`src/rtl/i2c_slave_rx_tx.sv`:
```
// I2C target (responder) with a 7-bit address match, write-byte receive and
// read-byte transmit. SDA is open-drain: sda_oe=1 pulls the line low and
// sda_oe=0 releases it. SCL/SDA are synchronized into clk. All bus decisions
// are made from the synchronized copies and their one-cycle history.
module i2c_slave_rx_tx #(
  parameter logic [6:0] DEV_ADDR    = 7'h50,
  parameter int         SYNC_STAGES = 2
) (
  input  logic       clk,
  input  logic       rst,
  input  logic       scl_in,
  input  logic       sda_in,
  output logic       sda_oe,
  output logic [7:0] rx_data,
  output logic       rx_valid,
  input  logic [7:0] tx_data,
  output logic       tx_load,
  output logic       busy,
  output logic       start_det,
  output logic       stop_det
);

  typedef enum logic [2:0] {
    IDLE     = 3'd0,
    ADDR     = 3'd1,
    ADDR_ACK = 3'd2,
    RX       = 3'd3,
    RX_ACK   = 3'd4,
    TX       = 3'd5,
    TX_ACK   = 3'd6,
    WAIT     = 3'd7
  } state_t;

  // Input synchronizers and one-cycle history
  logic [SYNC_STAGES-1:0] scl_sync_r;
  logic [SYNC_STAGES-1:0] sda_sync_r;
  logic                   scl_d_r;
  logic                   sda_d_r;
  logic                   scl_s;
  logic                   sda_s;
  logic                   scl_rise_s;
  logic                   scl_fall_s;
  logic                   start_s;
  logic                   stop_s;

  // Protocol state
  state_t     state_r,    state_n;
  logic [2:0] bit_cnt_r,  bit_cnt_n;
  logic [6:0] shift_r,    shift_n;
  logic       rw_r,       rw_n;
  logic       phase_r,    phase_n;
  logic       sda_oe_r,   sda_oe_n;
  logic       busy_r,     busy_n;
  logic [7:0] rx_data_r,  rx_data_n;
  logic       rx_valid_r, rx_valid_n;
  logic       tx_load_r,  tx_load_n;
  logic       start_r,    start_n;
  logic       stop_r,     stop_n;
  logic [7:0] byte_in_s;

  // Synchronizer chains run freely so that a reset never manufactures a bus edge
  always_ff @(posedge clk) begin
    scl_sync_r <= {scl_sync_r[SYNC_STAGES-2:0], scl_in};
    sda_sync_r <= {sda_sync_r[SYNC_STAGES-2:0], sda_in};
  end

  assign scl_s = scl_sync_r[SYNC_STAGES-1];
  assign sda_s = sda_sync_r[SYNC_STAGES-1];

  // History flops; on reset they track the synced lines so no edge is seen
  always_ff @(posedge clk) begin
    scl_d_r <= scl_s;
    sda_d_r <= sda_s;
  end

  assign scl_rise_s = scl_s & ~scl_d_r;
  assign scl_fall_s = ~scl_s & scl_d_r;
  assign start_s    = scl_s & scl_d_r & sda_d_r & ~sda_s;
  assign stop_s     = scl_s & scl_d_r & ~sda_d_r & sda_s;

  // Byte formed by shifting in the currently sampled SDA bit, MSB first
  assign byte_in_s = {shift_r, sda_s};

  // Next-state and output logic; STOP outranks START, which outranks bit logic
  always_comb begin
    state_n    = state_r;
    bit_cnt_n  = bit_cnt_r;
    shift_n    = shift_r;
    rw_n       = rw_r;
    phase_n    = phase_r;
    sda_oe_n   = sda_oe_r;
    busy_n     = busy_r;
    rx_data_n  = rx_data_r;
    rx_valid_n = 1'b0;
    tx_load_n  = 1'b0;
    start_n    = 1'b0;
    stop_n     = 1'b0;

    if (stop_s) begin
      stop_n    = 1'b1;
      sda_oe_n  = 1'b0;
      busy_n    = 1'b0;
      bit_cnt_n = 3'd0;
      phase_n   = 1'b0;
      state_n   = IDLE;
    end else if (start_s) begin
      start_n   = 1'b1;
      sda_oe_n  = 1'b0;
      busy_n    = 1'b0;
      bit_cnt_n = 3'd0;
      phase_n   = 1'b0;
      state_n   = ADDR;
    end else begin
      case (state_r)
        IDLE: begin
          state_n = IDLE;
        end

        ADDR: begin
          if (scl_rise_s) begin
            shift_n = byte_in_s[6:0];
            if (bit_cnt_r == 3'd7) begin
              bit_cnt_n = 3'd0;
              phase_n   = 1'b0;
              if (byte_in_s[7:1] == DEV_ADDR) begin
                rw_n    = byte_in_s[0];
                busy_n  = 1'b1;
                state_n = ADDR_ACK;
              end else begin
                sda_oe_n = 1'b0;
                state_n  = WAIT;
              end
            end else begin
              bit_cnt_n = bit_cnt_r + 3'd1;
            end
          end else begin
            state_n = ADDR;
          end
        end

        // phase 0: drive ACK on first fall; phase 1: end of ACK slot
        ADDR_ACK: begin
          if (scl_fall_s) begin
            if (!phase_r) begin
              sda_oe_n = 1'b1;
              phase_n  = 1'b1;
            end else begin
              phase_n   = 1'b0;
              bit_cnt_n = 3'd0;
              if (rw_r) begin
                tx_load_n = 1'b1;
                shift_n   = tx_data[6:0];
                sda_oe_n  = ~tx_data[7];
                state_n   = TX;
              end else begin
                sda_oe_n = 1'b0;
                state_n  = RX;
              end
            end
          end else begin
            state_n = ADDR_ACK;
          end
        end

        RX: begin
          if (scl_rise_s) begin
            shift_n = byte_in_s[6:0];
            if (bit_cnt_r == 3'd7) begin
              bit_cnt_n  = 3'd0;
              rx_data_n  = byte_in_s;
              rx_valid_n = 1'b1;
              phase_n    = 1'b0;
              state_n    = RX_ACK;
            end else begin
              bit_cnt_n = bit_cnt_r + 3'd1;
            end
          end else begin
            state_n = RX;
          end
        end

        RX_ACK: begin
          if (scl_fall_s) begin
            if (!phase_r) begin
              sda_oe_n = 1'b1;
              phase_n  = 1'b1;
            end else begin
              sda_oe_n = 1'b0;
              phase_n  = 1'b0;
              state_n  = RX;
            end
          end else begin
            state_n = RX_ACK;
          end
        end

        // bit7 is already on the bus on entry; each fall presents the next bit
        TX: begin
          if (scl_fall_s) begin
            if (bit_cnt_r == 3'd7) begin
              bit_cnt_n = 3'd0;
              sda_oe_n  = 1'b0;
              phase_n   = 1'b0;
              state_n   = TX_ACK;
            end else begin
              sda_oe_n  = ~shift_r[6];
              shift_n   = {shift_r[5:0], 1'b0};
              bit_cnt_n = bit_cnt_r + 3'd1;
            end
          end else begin
            state_n = TX;
          end
        end

        // phase 1 means the master ACKed and the next byte goes out on the fall
        TX_ACK: begin
          if (scl_rise_s) begin
            if (sda_s) begin
              busy_n   = 1'b0;
              sda_oe_n = 1'b0;
              state_n  = WAIT;
            end else begin
              phase_n = 1'b1;
            end
          end else if (scl_fall_s && phase_r) begin
            phase_n   = 1'b0;
            bit_cnt_n = 3'd0;
            tx_load_n = 1'b1;
            shift_n   = tx_data[6:0];
            sda_oe_n  = ~tx_data[7];
            state_n   = TX;
          end else begin
            state_n = TX_ACK;
          end
        end

        WAIT: begin
          state_n = WAIT;
        end

        default: begin
          sda_oe_n = 1'b0;
          busy_n   = 1'b0;
          state_n  = IDLE;
        end
      endcase
    end
  end

  // State and registered outputs with synchronous reset
  always_ff @(posedge clk) begin
    if (rst) begin
      state_r    <= IDLE;
      bit_cnt_r  <= 3'd0;
      shift_r    <= 7'd0;
      rw_r       <= 1'b0;
      phase_r    <= 1'b0;
      sda_oe_r   <= 1'b0;
      busy_r     <= 1'b0;
      rx_data_r  <= 8'd0;
      rx_valid_r <= 1'b0;
      tx_load_r  <= 1'b0;
      start_r    <= 1'b0;
      stop_r     <= 1'b0;
    end else begin
      state_r    <= state_n;
      bit_cnt_r  <= bit_cnt_n;
      shift_r    <= shift_n;
      rw_r       <= rw_n;
      phase_r    <= phase_n;
      sda_oe_r   <= sda_oe_n;
      busy_r     <= busy_n;
      rx_data_r  <= rx_data_n;
      rx_valid_r <= rx_valid_n;
      tx_load_r  <= tx_load_n;
      start_r    <= start_n;
      stop_r     <= stop_n;
    end
  end

  assign sda_oe    = sda_oe_r;
  assign rx_data   = rx_data_r;
  assign rx_valid  = rx_valid_r;
  assign tx_load   = tx_load_r;
  assign busy      = busy_r;
  assign start_det = start_r;
  assign stop_det  = stop_r;

endmodule
```
`config.mk`:
```
export PLATFORM = sky130hd
export DESIGN_NAME = i2c_slave_rx_tx
export DESIGN_NICKNAME = d
export VERILOG_FILES = /design/src/rtl/i2c_slave_rx_tx.sv
export SDC_FILE = /design/constraint.sdc
export NUM_CORES = 1
export LEC_CHECK = 0
export CORE_ASPECT_RATIO = 1.25
export CORE_MARGIN = 2
export CORE_UTILIZATION = 50
export CTS_CLUSTER_DIAMETER = 30
export DETAILED_ROUTE_END_ITERATION = 10
export HOLD_SLACK_MARGIN = 0.03
export PLACE_DENSITY = 0.74
export SETUP_SLACK_MARGIN = 0.5
export SLEW_MARGIN = 10
export SYNTH_ARGS = -nofsm -noshare
export SYNTH_HDL_FRONTEND = slang
export SYNTH_SLANG_ARGS = --single-unit
```
`constraint.sdc`:
```
create_clock -name clk -period 2.7 [get_ports clk]
set_input_delay 0.81 -clock clk [delete_from_list [all_inputs] [get_ports clk]]
set_output_delay 0.81 -clock clk [all_outputs]
set_load 0.03 [all_outputs]
```
Word level (Yosys, flattened, before mapping)
Index checks and enable logic that the tools add are counted.

Register bits after elaboration: 35. Output and inout bits: 14. Word-level logic and storage cells: 163.

Add/sub/neg operators: 1. Equality and inequality tests: 39. Mux-type cells: 69. Bitwise operators: 17. Reductions and logical operators: 20.

Operator list (count): two-way mux 3 bit (21); two-way mux 7 bit (8); two-way mux 1 bit (32); AND reduction 6 bit (5); != test 2 bit, second input constant (14); case mux 7 bit (4 select lines) (1); != test 3 bit, second input constant (8); != test 4 bit, second input constant (6); case mux 3 bit (8 select lines) (1); equality test 3 bit, second input constant (5); case mux 3 bit (4 select lines) (1); AND reduction 11 bit (1); NOT 1 bit (10); AND reduction 9 bit (1); nonzero test 4 bit (2); bitwise AND 1 bit (7); equality test 7 bit, second input constant (1); AND reduction 7 bit (1); equality test 3 x 2 -> 1 bit, second input constant (2); OR reduction 2 bit (3); case mux 1 bit (5 select lines) (1); AND reduction 5 bit (1); nonzero test 5 bit (1); OR reduction 5 bit (1); 10 further kinds (12).

Depth between registers and ports, before layout
Gate-level depths: netlist (run 1).

Depth in word-level cells: 7. Mapped depth: 9. Depth with buffers taken out: 7.

Worst setup path before layout (run 1)
No wires, ideal clock.

Kind: flip-flop to flip-flop. From: register state_r[1]. To: register bit_cnt_r[0]. Setup time: 0.070 ns. Arrival: 1.964 ns. Slack: 0.666 ns. Stages on the path, launching flop included: 10. Period minus slack after synthesis: 2.034 ns. Path through: dfxtp_1 > inv_1 > ha_1 > buf_2 > nor2_1 > a21boi_2 > o311ai_1 > buf_2 > or4_1 > a21oi_1.

Longest elaborated chain between the ends: 4. Elaborated cells between the ends (all ways): 15. Those cells by class: 11 x eq/ne; 1 x mux; 3 x reduce/logical.

RTL lines: from (decl) (RTL line 47) `state_t state_r, state_n;`; from (signal assigned) (RTL line 266) `state_r <= state_n;`; equality test 3 x 2 -> 1 bit or equality test 3 x 1 -> 1 bit (tied branches) (RTL line 114) `case (state_r)`; OR reduction 2 bit (no source line); != test 2 x 1 -> 1 bit (no source line) or nonzero test 4 bit (tied branches); AND reduction 7 bit (no source line); to (signal assigned) (RTL line 267) `bit_cnt_r <= bit_cnt_n;`; to (decl) (RTL line 48) `logic [2:0] bit_cnt_r, bit_cnt_n;`.

Several ways; a longest one is shown, not always the timed one. A chain may end at the register's enable or synchronous reset.

Final worst setup path (run 1)
From: register rx_data_r[7], in the netlist rx_data[7]. To: output rx_data[7].

RTL lines: from (decl) (RTL line 54) `logic [7:0] rx_data_r, rx_data_n;`; from (signal assigned) (RTL line 273) `rx_data_r <= rx_data_n;`; to (decl) (RTL line 14) `output logic [7:0] rx_data,`.

No word-level cell between the ends.

==> flow_metrics.tcl, run 1 <==
set metrics [dict create \
    rsz0062_at_grt "no" \
    grt_util_all_layers_pct 22.7 \
    place.gp.congestion 0.933 \
    path_buf_inv 1 \
    grt_pass1_vias 1672 \
    port_buffers 25 \
    drt_iter0_markers 86 \
    yosys_most_used_dff "dfxtp_1" \
    fin_area_um2 2310 \
    min_to "scl_sync_r[1]" \
    hold_buffers 0 \
    path_clk_slew_ns 0.07 \
    final_antenna_net_count 0 \
    timing.final.crit_share_pct 78.5 \
    clock_skew_ns 0.00376 \
    synth.top_cell.area_share_pct 36.7 \
    numCtsBuffers 5 \
    synth_top_family_by_area "simple AND/OR/NAND/NOR gates" \
    most-common-layout-cells "dfxtp_1 (32), clkdlybuf4s50_1 (25), nor2_1 (22), a21oi_1 (19), mux2i_1 (18)" \
    cap_violations 0 \
    yosysUniqueCellTypes 48 \
    ios 26 \
    cts_root_buf "clkbuf_8" \
    drive_gt1_share_pct 10.5 \
    clk_latency_ns 0.29 \
    crit_chain "clkdlybuf4s50_1" \
    synth_warnings 0 \
    cp_max_fo 2 \
    dp_hpwl_um 3150 \
    nFillCells 319 \
    dpl.cell_count 279 \
    period_needed_ns 2.12 \
    setup.worst_path.start_class "flip-flop" \
    yosys.area_share.adder_pct 4.58 \
    setup-tns-final_ns 0 \
    hold_path_depth 0 \
    ff2ff_path_depth 7 \
    slew-limit-headroom_pct 57.7 \
    cts_tree "done" \
    syn_area_um2 1910 \
    clock-sinks 35 \
    synth_edf_count 0 \
    ys_ff_latch 35 \
    setup_viol 0 \
    hold_class "flip-flop to flip-flop" \
    dieArea_um2 4330 \
    final_common_cell "dfxtp_1" \
    max_freq_mhz 472 \
    worst_pin_slew_ns 0.627 \
    grt_overflow 0 \
    async_reset_ff_share_pct 0 \
    placed_area_um2 2170 \
    synthTopCellsByArea "dfxtp_1 (37%), mux2i_1 (9.4%), a21oi_1 (5.0%)" \
    seqCellArea_um2 709 \
    synth_mux_area_share_pct 9.43 \
    final_nets 265 \
    cp.arrival_ns 1.31 \
    powerDensity_nw_per_um2 511 \
    rr_startpoint "state_r[2]" \
    path_class "flip-flop to output port" \
    vias_per_cell 6.27 \
    wire_per_inst_um 15.9 \
    fin_cells 287 \
    slowest_stage "clkdlybuf4s50_1" \
    cts_buffer_depth 2 \
    final_util_pct 62.1 \
    yosys.area_share.simple_pct 23.2 \
    syn-instance-count 225 \
    synth_xor_xnor_area_share_pct 0 \
    drc_errors 0 \
    synth_top_area_cell "dfxtp_1" \
    synth_compound_area_share_pct 20.4 \
    wirelength_um 4570 \
    peakVddDrop_mv 0.335 \
    pre_cts_ws_ns 0.420 \
    die_x_um 59.3 \
    crit_path_end_kind "output port" \
    core_um2 3720 \
    hold_viol_final 0 \
    r2r-end "bit_cnt_r[0]" \
    diodes 0 \
    initial_core_util_pct 51.3 \
    setup_ws_ns 0.579 \
    seq_area_frac_synth_pct 36.7 \
    cp.depth 1 \
    cpPeakStageDelay_ns 0.69 \
    holdCritStartpoint "scl_sync_r[0]" \
    grt_max_degree 21 \
    crit_family "buffers and inverters" \
    worstPathRequired_ns 1.89 \
    status "finished, final reports clean" \
    vias 1799 \
    area_delta_synth_final_pct 21.0 \
    slew_viol_final 0 \
    antenna_found_initial 0 \
    r2r_setup_slack_ns 0.60 \
    syn-num-nets 244 \
    fp.dieH_um 73.1 \
    dr.pass1.iters 5 \
    avgSynthCellArea_um2 8.49 \
    p_leak_uw 0.000852 \
    row_count 25 \
    htreeDepth 2 \
    multi_input_area_um2 1130 \
    grt_pass1_wl_um 7580 \
]
## stage by stage
step	power, uW	hold WS, ns
3_5_place_dp	767	0.316
4_1_cts	1180	0.332
3_3_place_gp	765	0.311
6_report	1180	0.329
2_1_floorplan	711	0.310
5_1_grt	1230	0.337
## sequential cells by signal (all words and copies together), names as in the netlist
| name | count |
|---|---|
| scl_sync_r | 2 |
| sda_d_r | 1 |
| stop_det | 1 |
| bit_cnt_r | 3 |
| phase_r | 1 |
| rx_valid | 1 |
| sda_oe | 1 |
| rw_r | 1 |
| state_r | 3 |
| rx_data | 8 |
| sda_sync_r | 2 |
| shift_r | 7 |
| busy | 1 |
| scl_d_r | 1 |
| tx_load | 1 |
| start_det | 1 |
## routing by layer
layer,up-vias,wire length [um],part of all wire [%],track usage (%)
met5,-,0,0,0
met4,0,203,4.4,12.6
met3,21,315,6.9,4.43
met2,85,2210,48,37.4
met1,831,1850,40,27.1
li1,862,-,-,-
## logic make-up after synthesis
family,after synthesis
and+or+nand+nor,81
AOI/OAI and AO/OA,60
DFF,35
muxes,18
buffers and inverters,24
adders and majority gates,7
## how the worst max path moves through the flow
stage / from / end
after floorplan: state_r[1] / bit_cnt_r[0]
after global placement: state_r[1] / bit_cnt_r[0]
final: rx_data[7] / rx_data[7]
after detailed placement: state_r[1] / bit_cnt_r[0]
after CTS: state_r[2] / bit_cnt_r[0]
after global routing: state_r[1] / bit_cnt_r[0]
## synthesized netlist by cell type (2+ instances only)
cell	count
dfxtp_1	35
nor2_1	23
a21oi_1	19
mux2i_1	18
o21ai_0	16
nand2_1	11
buf_2	10
or3_1	10
ha_1	7
inv_1	7
clkbuf_1	6
nand2b_1	5
nor2b_1	4
nor3_1	4
and3b_1	3
o22ai_1	3
o311ai_0	3
a221o_1	2
a22oi_1	2
a31oi_1	2
and2b_1	2
and3_1	2
nand3_1	2
nand4_1	2
nor4bb_1	2
or2_2	2
or3b_1	2
## power breakdown
group	internal, uW	total [uW]	switching (uW)
logic	93.5	203	110
registers	536	563	27.4
clock network	233	415	183
total	862	1180	320
## final cells by class
cell class                      instances  share of cell area (%)
Timing Repair Buffer                   31                    12.8
Multi-Input combinational cell        166                    48.9
Tap cell                               40                    2.17
Inverter                                7                    1.14
Sequential cell                        35                    30.7
Clock buffer                            8                    4.33
## timing repair
item                                    in CTS  in global routing
cloned                                       0                  0
buffers inserted                             0                  0
resized for setup                            4                  7
endpoints found under the setup margin       7                 12
(Power assumes the default switching activity.)
==> inputs of run 2 (changes only) <==
==> constraint.sdc (replaced) <==
create_clock -name clk -period 2.2 [get_ports clk]
set_input_delay 0.66 -clock clk [delete_from_list [all_inputs] [get_ports clk]]
set_output_delay 0.66 -clock clk [all_outputs]
set_load 0.03 [all_outputs]
==> flow_metrics.tcl, run 2 (synthesis results as in run 1) <==
set metrics [dict create \
    status "finished, final reports clean" \
    cts_buffer_depth 2 \
    cp.arrival_ns 2.16 \
    hold_viol_final 0 \
    setup.worst_path.start_class "flip-flop" \
    path_buf_inv 2 \
    dp_hpwl_um 3260 \
    crit_chain "inv_4, ha_4, buf_6, and2_4, a221o_2, or3_1, a21oi_1" \
    setup_viol 0 \
    grt_max_degree 14 \
    place.gp.congestion 0.980 \
    cts_root_buf "clkbuf_8" \
    fin_hold_ws_ns 0.328 \
    diodes 0 \
    htreeDepth 2 \
    hold_buffers 0 \
    peakVddDrop_mv 0.462 \
    die_x_um 59.3 \
    rsz0062_at_grt "yes" \
    powerDensity_nw_per_um2 587 \
    grt_util_all_layers_pct 28.7 \
    p_leak_uw 0.00112 \
    timing.final.crit_share_pct 87.5 \
    worst_pin_slew_ns 0.408 \
    ios 26 \
    cap_violations 0 \
    hold_path_depth 0 \
    final_common_cell "dfxtp_1" \
    clock-sinks 35 \
    path_class "flip-flop to flip-flop" \
    wirelength_um 6370 \
    crit_family "simple AND/OR/NAND/NOR gates" \
    wire_per_inst_um 20.0 \
    grt_pass1_wl_um 9350 \
    numCtsBuffers 5 \
    hold_class "flip-flop to flip-flop" \
    cp.depth 7 \
    clock_skew_ns 0.00423 \
    crit_path_end_kind "flip-flop" \
    clk_latency_ns 0.30 \
    drive_gt1_share_pct 34.9 \
    fp.dieH_um 73.1 \
    max_freq_mhz 520 \
    ff2ff_path_depth 7 \
    final_antenna_net_count 0 \
    r2r_setup_slack_ns 0.28 \
    core_um2 3720 \
    crit_start "state_r[1]" \
    worstPathRequired_ns 2.44 \
    grt_pass1_vias 1910 \
    cp_max_fo 7 \
    dr.pass1.iters 6 \
    drc_errors 0 \
    largest_register_ffs 8 \
    grt_overflow 0 \
    cpPeakStageDelay_ns 0.41 \
    slowest_stage "dfxtp_4" \
    vias_per_cell 6.58 \
    area_delta_synth_final_pct 47.0 \
    dieArea_um2 4330 \
    antenna_found_initial 0 \
    period_needed_ns 1.92 \
    slew_viol_final 0 \
    drt_iter0_markers 247 \
    final_nets 296 \
    slew-limit-headroom_pct 72.8 \
    row_count 25 \
    endpoint "shift_r[6]" \
    cts_tree "done" \
    most-common-layout-cells "dfxtp_1 (30), buf_4 (25), nor2_1 (22), mux2i_1 (16), a21oi_1 (15)" \
    rr_startpoint "state_r[1]" \
    initial_core_util_pct 51.3 \
    r2r-end "shift_r[6]" \
    path_clk_slew_ns 0.08 \
    vias 2091 \
    port_buffers 25 \
    setup-tns-final_ns 0 \
]
run 2: how the worst min path moves through the flow:
stage / from / end / slack (ns)
2_1_floorplan: scl_sync_r[0] / scl_sync_r[1] / 0.31
3_3_place_gp: sda_sync_r[0] / sda_sync_r[1] / 0.31
3_5_place_dp: scl_sync_r[0] / scl_sync_r[1] / 0.31
4_1_cts: scl_sync_r[0] / scl_sync_r[1] / 0.33
5_1_grt: scl_sync_r[0] / scl_sync_r[1] / 0.34
6_report: scl_sync_r[0] / scl_sync_r[1] / 0.33
run 2: stage by stage:
stage | instances | total power (uW) | area, um2 | setup WS [ns] | utilization, %
after global routing | 318 | 1700 | 2810 | 0.209 | 75.5
after detailed placement | 282 | 958 | 2250 | 0.201 | 60.5
after CTS | 315 | 1550 | 2610 | 0.286 | 70.1
final | 318 | 1650 | 2810 | 0.275 | 75.5
after floorplan | 225 | 891 | 1990 | 0.364 | -
after global placement | 282 | 955 | 2250 | 0.231 | 60.5
run 2: routing by layer:
metal  vias to the layer above  global-route usage, %  share of wire [%]  wire length (um)
li1                        935                      -                  -                 -
met1                       961                   37.6                 40              2520
met2                       142                   43.1                 47              3000
met4                         0                   15.4                5.4               342
met5                         -                      0                  0                 0
met3                        53                   6.56                7.9               505
run 2: what timing repair did:
action,4_1_cts,5_1_grt
pin swaps,17,24
gates resized for setup,43,61
endpoints found under the setup margin,29,33
gates cloned,4,1
setup buffers,21,2
run 2: final cells by class:
cell class | instances | area, um2
fill | 244 | 913
timing repair buffer | 61 | 532
clock inverter | 3 | 22.5
sequential | 35 | 714
tap | 40 | 50.0
clock buffer | 5 | 68.8
multi-input combinational | 167 | 1390
inverter | 7 | 31.3
run 2: power breakdown:
group	leakage [uW]	switching [uW]	internal [uW]
combinational	0.000788	224	233
sequential	0.000287	36.5	656
clock	0.0000451	271	227
